$ cat config.mk
export PLATFORM = sky130hd
export DESIGN_NAME = tick_scheduler
export DESIGN_NICKNAME = d
export VERILOG_FILES = /design/src/rtl/tick_scheduler.sv
export SDC_FILE = /design/constraint.sdc
export NUM_CORES = 1
export LEC_CHECK = 0
export BUFFER_PORTS_ARGS = -buffer_cell sky130_fd_sc_hd__buf_2
export CAP_MARGIN = 40
export CORE_MARGIN = 10
export CORE_UTILIZATION = 65
export DETAILED_ROUTE_END_ITERATION = 12
export PLACE_DENSITY = 0.85
export SLEW_MARGIN = 10
export SYNTH_ARGS = -nofsm -noshare
export SYNTH_HDL_FRONTEND = slang
export SYNTH_SLANG_ARGS = --single-unit
$ cat constraint.sdc
create_clock -name clk -period 5 [get_ports clk]
set_input_delay 0.75 -clock clk [delete_from_list [all_inputs] [get_ports clk]]
set_output_delay 0.75 -clock clk [all_outputs]
set_load 0.005 [all_outputs]
$ cat src/rtl/tick_scheduler.sv
// Multi-channel clock-enable generator with graceful stop and
// glitch-free runtime divisor updates through a one-slot shadow.
module tick_scheduler #(
    parameter int          CNT_W       = 32,
    parameter int          NUM_CH      = 4,
    parameter int unsigned DEFAULT_DIV = 24_999_999
) (
    input  logic                                    clk,
    input  logic                                    rst_n,
    input  logic                                    start,
    input  logic                                    stop,
    input  logic                                    cfg_valid,
    output logic                                    cfg_ready,
    input  logic [((NUM_CH > 1) ? $clog2(NUM_CH) : 1)-1:0] cfg_ch,
    input  logic [CNT_W-1:0]                        cfg_div,
    input  logic                                    cfg_en,
    output logic                                    busy,
    output logic [NUM_CH-1:0]                       tick,
    output logic [NUM_CH-1:0]                       tog
);

    localparam int CH_W = (NUM_CH > 1) ? $clog2(NUM_CH) : 1;

    typedef enum logic [1:0] {
        IDLE     = 2'd0,
        RUN      = 2'd1,
        STOPPING = 2'd2
    } state_t;

    state_t            state;
    state_t            state_nxt;
    logic [CNT_W-1:0]  div [NUM_CH];
    logic [CNT_W-1:0]  cnt [NUM_CH];
    logic [NUM_CH-1:0] en;

    logic [CH_W-1:0]   sh_ch;
    logic [CNT_W-1:0]  sh_div;
    logic              sh_en;
    logic              pending;

    logic [NUM_CH-1:0] run_ch;
    logic [NUM_CH-1:0] term;
    logic [NUM_CH-1:0] tog_nxt;
    logic [NUM_CH-1:0] apply;
    logic              go_idle;
    logic              acc;
    logic              ch_ok;

    assign pending = ~cfg_ready;
    assign acc     = cfg_valid & cfg_ready;
    assign ch_ok   = {1'b0, cfg_ch} < (CH_W+1)'(NUM_CH);

    always_comb begin
        run_ch  = '0;
        term    = '0;
        tog_nxt = '0;
        apply   = '0;
        for (int i = 0; i < NUM_CH; i++) begin
            run_ch[i] = en[i] && ((state == RUN) ||
                        ((state == STOPPING) && tog[i]));
            term[i]   = run_ch[i] && (cnt[i] == div[i]);
            if (term[i])
                tog_nxt[i] = (pending && (sh_ch == CH_W'(i)) && !sh_en)
                             ? 1'b0 : ~tog[i];
            else if (run_ch[i])
                tog_nxt[i] = tog[i];
        end
        // Leave STOPPING on the very edge the last square wave falls.
        go_idle = (state == STOPPING) && (tog_nxt == '0);
        for (int i = 0; i < NUM_CH; i++)
            apply[i] = pending && (sh_ch == CH_W'(i)) && (term[i] || go_idle);
    end

    always_comb begin
        state_nxt = state;
        case (state)
            IDLE:     if (start)   state_nxt = RUN;
            RUN:      if (stop)    state_nxt = STOPPING;
            STOPPING: if (go_idle) state_nxt = IDLE;
            default:               state_nxt = IDLE;
        endcase
    end

    always_ff @(posedge clk or negedge rst_n) begin
        if (!rst_n) begin
            state     <= IDLE;
            busy      <= 1'b0;
            cfg_ready <= 1'b1;
            sh_ch     <= '0;
            sh_div    <= '0;
            sh_en     <= 1'b0;
            en        <= '0;
            tick      <= '0;
            tog       <= '0;
            for (int i = 0; i < NUM_CH; i++) begin
                div[i] <= CNT_W'(DEFAULT_DIV);
                cnt[i] <= '0;
            end
        end else begin
            state <= state_nxt;
            busy  <= (state_nxt != IDLE);
            tog   <= tog_nxt;
            for (int i = 0; i < NUM_CH; i++) begin
                if (!run_ch[i]) begin
                    cnt[i]  <= '0;
                    tick[i] <= 1'b0;
                end else if (term[i]) begin
                    cnt[i]  <= '0;
                    tick[i] <= 1'b1;
                end else begin
                    cnt[i]  <= cnt[i] + 1'b1;
                    tick[i] <= 1'b0;
                end
            end
            // Accept and apply are exclusive: accept needs the slot empty.
            if (acc && ch_ok) begin
                if ((state == IDLE) || !en[cfg_ch]) begin
                    div[cfg_ch] <= cfg_div;
                    en[cfg_ch]  <= cfg_en;
                end else begin
                    sh_ch     <= cfg_ch;
                    sh_div    <= cfg_div;
                    sh_en     <= cfg_en;
                    cfg_ready <= 1'b0;
                end
            end
            for (int i = 0; i < NUM_CH; i++) begin
                if (apply[i]) begin
                    div[i]    <= sh_div;
                    en[i]     <= sh_en;
                    cfg_ready <= 1'b1;
                end
            end
        end
    end

endmodule

==> flow_metrics.tcl, run 1 <==
set metrics [dict create \
    cts_tree "done" \
    status "completed" \
    setup_viol 0 \
    vias 11353 \
    grtUsageTotal 0.273 \
    initial_core_util 0.661 \
    final_cells 1827 \
    dieArea_um2 31400 \
    p_total_uw 9230 \
    area_delta_synth_final_pct 10.4 \
    core-area_um2 24300 \
    synth_flop_cell "dfrtp_1" \
    slew_headroom 0.319 \
    root_buffer "clkbuf_16" \
    nNetsFinal 1522 \
    hp-class "in2async" \
    synth_fa_ha_area_frac 0.00311 \
    ctsHtreeMaxLevel 1 \
    critPathMaxFanout 33 \
    synth.avg_cell_area_um2 11.2 \
    grt_pass1_wl_um 66600 \
    synthTopCellsByArea "dfrtp_1 37%, mux2_2 14%, dfstp_2 11%" \
    synth_compound_area_frac 0.0184 \
    synthMuxAreaShare 0.192 \
    synth_top_area_cell "dfrtp_1" \
    worstPathRequired_ps 5450 \
    routed_via_density 6.21 \
    numCtsBuffers 31 \
    grt_max_degree 130 \
    post-route-min-period_ps 3570 \
    crit_path_start_kind "flip-flop" \
    tightest_slew_ps 1020 \
    die_width_um 177 \
    firstDrtPassIters 5 \
    synth-edff-count 0 \
    ios 50 \
    crit_path_cell_trace "xor2_1, nor4_1, nand4_1, o2111ai_1, nand4b_1, nor4_4, o211a_2, buf_4, mux2_2" \
    ant_nets 0 \
    path_clk_slew_ps 70 \
    layout-drive-gt1-share 0.283 \
    postCtsHoldBufs 0 \
    routedWlPerCell_um 23.5 \
    cp_data_arrival_time_ps 4020 \
    slew_violations 0 \
    power_density_nw_per_um2 520 \
    yosysUniqueCellTypes 52 \
    ir_worst_vdd_mv 0.354 \
    grt.overflow.total 0 \
    ys_seq_elements 307 \
    rows 57 \
    syn_inst 1440 \
    grt_pass1_vias 11651 \
    syn-cell-area_um2 16100 \
    fp.dieH_um 177 \
    synth_nets 1484 \
    io_buffers 49 \
    fin_setup_tns_ps 0 \
    routabilityCongestion 0.955 \
    cts_resized 0 \
    ys_seq_area_frac 0.483 \
    period_share 0.714 \
    synthSimpleGateAreaFrac 0.150 \
    drv_cap 0 \
    hold_viol_final 0 \
    post-place-cells 1769 \
    antenna_found_initial 2 \
    num_antenna_cells 0 \
    routed_wl_um 42900 \
    grt_setup_unrepaired "no" \
    async_reset_ff_frac 1.00 \
    drt_iter0_drc 1100 \
    fmax_mhz 280 \
    p_leak_uw 0.00751 \
    cts_setup_buffers 0 \
    fill_cells 1604 \
    ctsLongestPathBuffers 3 \
    synth.top_cell.area_share 0.371 \
    synth_top_family_by_area "multiplexers" \
    drc 0 \
    clk_latency_ps 580 \
    synth-xor-area-share 0.130 \
    hpwlAfterDp_um 29200 \
    skew_ps 14.9 \
    crit_path_max_incr_delay_ps 550 \
    critical_path_class "reg2reg" \
    end_kind "flip-flop" \
    cts_num_sinks 307 \
    ys_warn_count 0 \
    cpMaxStageDelayCell "dfstp_2" \
]
[per-layer routing]
metal	share of wire	GRT usage
met1	0.40	0.360
met4	0.049	0.118
met2	0.46	0.437
met5	0.00058	0
met3	0.087	0.0480
[registers in the layout, summed over array words and instances, names as in the netlist]
signal     flops
busy           1
sh_ch          2
div          128
sh_en          1
sh_div        32
cnt          128
tog            4
cfg_ready      1
state          2
tick           4
en             4
[layout make-up]
type | instances | area (µm²) | area share
clock buffers | 40 | 861 | 0.0485
well taps | 324 | 405 | 0.0228
flip-flops and latches | 307 | 7770 | 0.438
inverters | 15 | 56.3 | 0.00317
multi-input cells | 1059 | 7950 | 0.448
repair buffers | 64 | 408 | 0.0230
clock inverters | 18 | 309 | 0.0174
[power by group]
| group | switching (µW) | internal, µW |
|---|---|---|
| Clock | 1020 | 1630 |
| Combinational | 988 | 1320 |
| Sequential | 898 | 3370 |
[metrics by stage]
step                area (µm²)  worst slack (ps)  hold WS (ps)   util
floorplan                16100              2300           454      -
global placement         16600              1600           513  0.681
detailed placement       16600              1550           516  0.682
CTS                      17800              1520           340  0.730
global route             17800              1220           359  0.730
finish                   17800              1430           282  0.730
[worst max-delay path: cells and delay by family, from the launching register on]
| family | cells | cell delay (ps) |
|---|---|---|
| xor+xnor | 1 | 70 |
| simple gates | 4 | 1310 |
| compound gates | 2 | 600 |
| mux | 1 | 400 |
| flops | 1 | 550 |
| buf+inv | 1 | 500 |
[cells by family (layout without fill, tap and decap cells)]
kind of cell | after synthesis | count (layout)
buffers and inverters | 74 | 137
flip-flops | 307 | 307
AND/OR/NAND/NOR | 504 | 504
AO/OA/AOI/OAI | 48 | 48
multiplexers | 265 | 265
XOR/XNOR | 238 | 238
adder cells (fa/ha/maj) | 4 | 4
[synth_stat cells (all sizes together) (5+ instances only)]
library cell / instances
a21oi: 15
and3: 18
and4: 16
buf: 22
clkbuf: 37
dfrtp: 238
dfstp: 69
inv: 15
mux2: 259
mux2i: 5
nand2: 156
nand2b: 5
nand3: 45
nand4: 44
nor2: 148
nor2b: 6
nor3: 15
nor4: 25
o21ai: 18
or3: 11
xnor2: 106
xor2: 132
[placed cells by master, fill, tap and decap left out, types with 3 or more instances in the layout]
cell         n
xnor2_1    106
nor3_1      13
nor2b_1      6
clkbuf_1     5
buf_4       11
clkbuf_16   32
o21ai_0     16
clkinv_2     5
nand2b_1     5
mux2_4      27
nor4_1      22
inv_1       14
nand4_1     44
mux2_1      36
nand3_1     45
or3_1       11
dfrtp_1    238
nor2_1     147
mux2i_1      5
and3_1      18
and4_1      16
ha_1         4
dfstp_2     69
buf_8        3
nand3b_1     4
a21oi_1     15
bufinv_16    8
or2_2        3
xor2_1     132
mux2_2     196
nand2_1    156
clkbuf_8     3
o211ai_1     3
buf_2       48
nand4b_1     3
[final timing paths]
check / from / to / slack, ps / cells past startpoint
worst max-delay path: div[108] / div[95] / 1430 / 9
worst min-delay path: rst_n / cnt[125] / 280 / 1
worst max register to register: div[108] / div[95] / 1430 / 9
worst min register to register: cnt[64] / cnt[64] / 530 / 1
max in group asynchronous: rst_n / div[56] / 3630 / 2
min in group clk: stop / state[1] / 410 / 3
No activity file was read; power rests on OpenSTA's default activity.
==> run 2, diff against run 1 <==
--- a/config.mk
+++ b/config.mk
@@ -8,9 +8,9 @@
 export BUFFER_PORTS_ARGS = -buffer_cell sky130_fd_sc_hd__buf_2
 export CAP_MARGIN = 40
 export CORE_MARGIN = 10
-export CORE_UTILIZATION = 65
+export CORE_UTILIZATION = 63
 export DETAILED_ROUTE_END_ITERATION = 12
-export PLACE_DENSITY = 0.85
+export PLACE_DENSITY = 0.83
 export SLEW_MARGIN = 10
 export SYNTH_ARGS = -nofsm -noshare
 export SYNTH_HDL_FRONTEND = slang
==> constraint.sdc (replaced) <==
create_clock -name clk -period 3.5 [get_ports clk]
set_input_delay 0.525 -clock clk [delete_from_list [all_inputs] [get_ports clk]]
set_output_delay 0.525 -clock clk [all_outputs]
set_load 0.005 [all_outputs]
==> flow_metrics.tcl, run 2 (synthesis gave the netlist of run 1 again) <==
set metrics [dict create \
    layout_common_cells "238 x dfrtp_1, 196 x mux2_2, 156 x nand2_1" \
    routedWlPerCell_um 23.8 \
    skew_ps 18.0 \
    hold_viol_final 4 \
    core-area_um2 25100 \
    hpwlAfterDp_um 29700 \
    initial_core_util 0.640 \
    cts_tree "done" \
    grt_max_degree 88 \
    dieArea_um2 32300 \
    whs_ps -20.7 \
    io_buffers 49 \
    rrSetupSlack_ps 210 \
    p_leak_uw 0.00752 \
    crit_path_max_incr_delay_ps 460 \
    cpMaxStageDelayCell "dfrtp_1" \
    grtUsageTotal 0.265 \
    critPathMaxFanout 22 \
    die_width_um 180 \
    period_share 0.939 \
    violations "hold timing" \
    numCtsBuffers 34 \
    fp.dieH_um 180 \
    p_total_uw 12900 \
    rows 58 \
    critical_path_class "reg2reg" \
    routed_wl_um 43900 \
    finalWorstSetupSlack_ps 214 \
    crit_path_cell_trace "xor2_1, nor4_1, nand4_1, o2111ai_1, nand4b_1, nor4_4, o211a_2, buf_12, mux2_4" \
    post-route-min-period_ps 3290 \
    grt.overflow.total 0 \
    grt_pass1_vias 11855 \
    fmax_mhz 304 \
    drv_cap 0 \
    antenna_found_initial 1 \
    area_delta_synth_final_pct 10.5 \
    slew_violations 0 \
    fill_cells 1754 \
    routabilityCongestion 0.956 \
    grt_pass1_wl_um 68700 \
    clk_latency_ps 520 \
    tightest_slew_ps 847 \
    cp_data_arrival_time_ps 3680 \
    crit_path_start_kind "flip-flop" \
    r2r-start "cnt[100]" \
    worstPathRequired_ps 3890 \
    cts_num_sinks 307 \
    hp-class "in2async" \
    end_kind "flip-flop" \
    slew_headroom 0.435 \
    final_common_cell "dfrtp_1" \
    cts_setup_buffers 0 \
    path_clk_slew_ps 60 \
    r2r-end "div[71]" \
    setup_viol 0 \
    routed_via_density 6.29 \
    ant_nets 0 \
    vias 11613 \
    layout-drive-gt1-share 0.282 \
    ctsHtreeMaxLevel 2 \
    drc 0 \
    ios 50 \
    nNetsFinal 1532 \
    place_ws_ps 309 \
    grt_setup_unrepaired "no" \
    fin_setup_tns_ps 0 \
    root_buffer "clkbuf_16" \
    r2r_cells 9 \
    ctsLongestPathBuffers 3 \
    drt_iter0_drc 1327 \
    ir_worst_vdd_mv 0.443 \
    reg_top3 "cnt x128, div x128, sh_div x32" \
    firstDrtPassIters 5 \
    power_density_nw_per_um2 727 \
    status "finished, violations left" \
]
[run 2: changes by cell type in the layout (fill, tap and decap cells not counted), sizes merged]
cell / before / now
buf: 64 / 71
bufinv: 8 / 2
clkbuf: 40 / 53
clkinv: 6 / 5
clkinvlp: 2 / 0
diode: 0 / 1
[run 2: repair_timing]
item / CTS / global route
resized for setup: 0 / 1
hold buffers: 0 / 0
hold endpoints to repair: 0 / 0
endpoints found under the setup margin: 0 / 4
[run 2: layer usage]
layer / wire (µm) / global-route usage / up-vias
met2: 20600 / 0.421 / 608
met4: 1780 / 0.112 / 0
li1: - / - / 5047
met5: 0 / 0 / -
met3: 3700 / 0.0532 / 122
met1: 17800 / 0.348 / 5836
[run 2: critical path: cells and delay by family, from the launching register on]
family | cells | cell delay, ps
AO/OA/AOI/OAI | 2 | 750
XOR/XNOR | 1 | 180
buffers and inverters | 1 | 250
flip-flops | 1 | 460
multiplexers | 1 | 320
AND/OR/NAND/NOR | 4 | 1180
[run 2: cell type report]
class / count / area [µm²] / share of cell area
multi-input cells: 1059 / 7950 / 0.448
flip-flops and latches: 307 / 7770 / 0.437
clock buffers: 53 / 962 / 0.0542
repair buffers: 71 / 495 / 0.0279
well taps: 330 / 413 / 0.0232
clock inverters: 9 / 114 / 0.00641
inverters: 15 / 56.3 / 0.00317
diodes: 1 / 2.50 / 0.000141
[run 2: how the worst max path moves through the flow]
stage / to / startpoint / slack [ps] / cells after the start
floorplan: div[87] / cnt[102] / 800 / 11
global placement: div[81] / cnt[100] / 380 / 9
detailed placement: div[71] / cnt[100] / 310 / 9
CTS: div[71] / cnt[100] / 240 / 9
global route: div[73] / div[115] / 10 / 9
finish: div[71] / cnt[100] / 210 / 9
[run 2: per-stage QoR]
step	instance area (µm²)	std cells	hold slack, ps	utilization
3_5_place_dp	16700	1782	544	0.664
2_1_floorplan	16100	1440	229	-
4_1_cts	17800	1844	24.2	0.707
3_3_place_gp	16700	1782	512	0.664
5_1_grt	17800	1844	35.1	0.707
6_report	17800	1845	-20.7	0.707
[run 2: report_power, final]
part / internal, µW / total (µW) / switching (µW)
clock: 2050 / 3500 / 1440
combinational: 1890 / 3310 / 1420
sequential: 4820 / 6110 / 1300
total: 8760 / 12900 / 4160
==> run 3, diff against run 2 <==
--- a/config.mk
+++ b/config.mk
@@ -9,6 +9,7 @@
 export CAP_MARGIN = 40
 export CORE_MARGIN = 10
 export CORE_UTILIZATION = 63
+export CTS_CLUSTER_DIAMETER = 200
 export DETAILED_ROUTE_END_ITERATION = 12
 export PLACE_DENSITY = 0.83
 export SLEW_MARGIN = 10
==> constraint.sdc (replaced) <==
create_clock -name clk -period 3.5 [get_ports clk]
set_input_delay 0.7 -clock clk [delete_from_list [all_inputs] [get_ports clk]]
set_output_delay 0.7 -clock clk [all_outputs]
set_load 0.005 [all_outputs]
==> flow_metrics.tcl, run 3 (synthesis gave the netlist of run 1 again) <==
set metrics [dict create \
    finalWorstSetupSlack_ps 251 \
    end_kind "flip-flop" \
    post-place-cells 1782 \
    hp-class "in2async" \
    crit_path_cell_trace "xor2_1, nor4_1, nand4_1, o2111ai_1, nand4b_1, nor4_4, o211a_2, buf_12, mux2_4" \
    grt.overflow.total 0 \
    power.share.sequential 0.485 \
    cts_setup_buffers 0 \
    p_int_uw 8570 \
    drt_iter0_drc 1162 \
    ant_nets 0 \
    io_buffers 49 \
    drc 0 \
    grt_pass1_wl_um 67300 \
    hpwlAfterDp_um 29800 \
    num_antenna_cells 0 \
    power_density_nw_per_um2 717 \
    die_width_um 180 \
    power.share.clock 0.257 \
    grt_setup_unrepaired "no" \
    final_cells 1839 \
    hold_viol_final 0 \
    final_common_cell "dfrtp_1" \
    postCtsHoldBufs 0 \
    path_delay_family "simple AND/OR/NAND/NOR gates" \
    firstDrtPassIters 5 \
    reg_top3 "cnt x128, div x128, sh_div x32" \
    grt_max_degree 89 \
    p_leak_uw 0.00747 \
    grtUsageTotal 0.260 \
    drv_cap 0 \
    place_ws_ps 377 \
    routabilityCongestion 0.971 \
    fmax_mhz 308 \
    cts_num_sinks 307 \
    fp.dieH_um 180 \
    clk_latency_ps 570 \
    worstPathRequired_ps 3950 \
    crit_path_max_incr_delay_ps 540 \
    slew_headroom 0.506 \
    rows 58 \
    post-route-min-period_ps 3250 \
    critical_path_buf_inv_count 1 \
    p_comb_frac 0.259 \
    setup_viol 0 \
    rrSetupSlack_ps 250 \
    nNetsFinal 1529 \
    critPathMaxFanout 28 \
    layout_common_cells "238 x dfrtp_1, 196 x mux2_2, 156 x nand2_1" \
    area_delta_synth_final_pct 9.83 \
    cpMaxStageDelayCell "dfstp_2" \
    ctsLongestPathBuffers 3 \
    tightest_slew_ps 742 \
    fin_setup_tns_ps 0 \
    numCtsBuffers 31 \
    skew_ps 24.7 \
    period_share 0.928 \
    ios 50 \
    switching_share 0.323 \
    vias 11400 \
    ir_worst_vdd_mv 0.550 \
    fin_util 0.703 \
    root_buffer "clkbuf_16" \
    routedWlPerCell_um 23.6 \
    initial_core_util 0.640 \
    p_switching_uw 4100 \
    critical_path_class "reg2reg" \
    status "completed" \
    cts_tree "done" \
    dieArea_um2 32300 \
    fill_cells 1746 \
    whs_ps 130 \
    routed_via_density 6.20 \
    routed_wl_um 43400 \
    core-area_um2 25100 \
    path_clk_slew_ps 70 \
    grt_pass1_vias 11477 \
    cts_resized 0 \
    ctsHtreeMaxLevel 1 \
    antenna_found_initial 0 \
    layout-drive-gt1-share 0.280 \
    slew_violations 0 \
    cp_data_arrival_time_ps 3690 \
    crit_path_start_kind "flip-flop" \
]
[run 3: per-layer routing]
layer / global-route usage / part of all wire / vias up
met5: 0 / 0 / -
met4: 0.0853 / 0.034 / 0
met3: 0.0412 / 0.086 / 113
met2: 0.423 / 0.47 / 571
met1: 0.350 / 0.41 / 5677
li1: - / - / 5039
[run 3: stage by stage]
stage                     instance area (µm²)  power, µW
after global placement                  16700       9100
after detailed placement                16700       9310
final                                   17700      12700
after CTS                               17700      12600
after floorplan                         16100       8060
after global routing                    17700      13100
[run 3: power groups by stage]
| stage | Sequential [µW] | Clock, µW | Combinational (µW) |
|---|---|---|---|
| 3_3_place_gp | 6060 | 0 | 3040 |
| 3_5_place_dp | 6110 | 0 | 3200 |
| 4_1_cts | 6050 | 3260 | 3260 |
| 6_report | 6140 | 3250 | 3280 |
| 5_1_grt | 6150 | 3420 | 3560 |
| 2_1_floorplan | 5430 | 0 | 2630 |
[run 3: path summary, 6_finish.rpt]
kind,start,to,depth (start not counted)
setup / recovery,div[109],div[73],9
hold / removal,rst_n,cnt[122],1
setup reg to reg,div[109],div[73],9
hold reg to reg,cnt[64],cnt[64],1
max in group asynchronous,rst_n,div[14],2
min in group clk,stop,state[1],3
[run 3: cell type report]
type	count	area (µm²)	area share
well taps	330	413	0.0234
multi-input cells	1059	7950	0.450
clock buffers	49	883	0.0500
inverters	15	56.3	0.00319
repair buffers	71	495	0.0281
flip-flops and latches	307	7770	0.440
clock inverters	8	92.6	0.00524
[run 3: worst reg2reg max path: cells and delay by family, from the launching register on]
| kind | cells | cell delay [ps] |
|---|---|---|
| AOI/OAI and AO/OA | 2 | 680 |
| xor gates and xnor gates | 1 | 90 |
| buffers and inverters | 1 | 270 |
| DFF | 1 | 540 |
| muxes | 1 | 340 |
| and+or+nand+nor | 4 | 1200 |
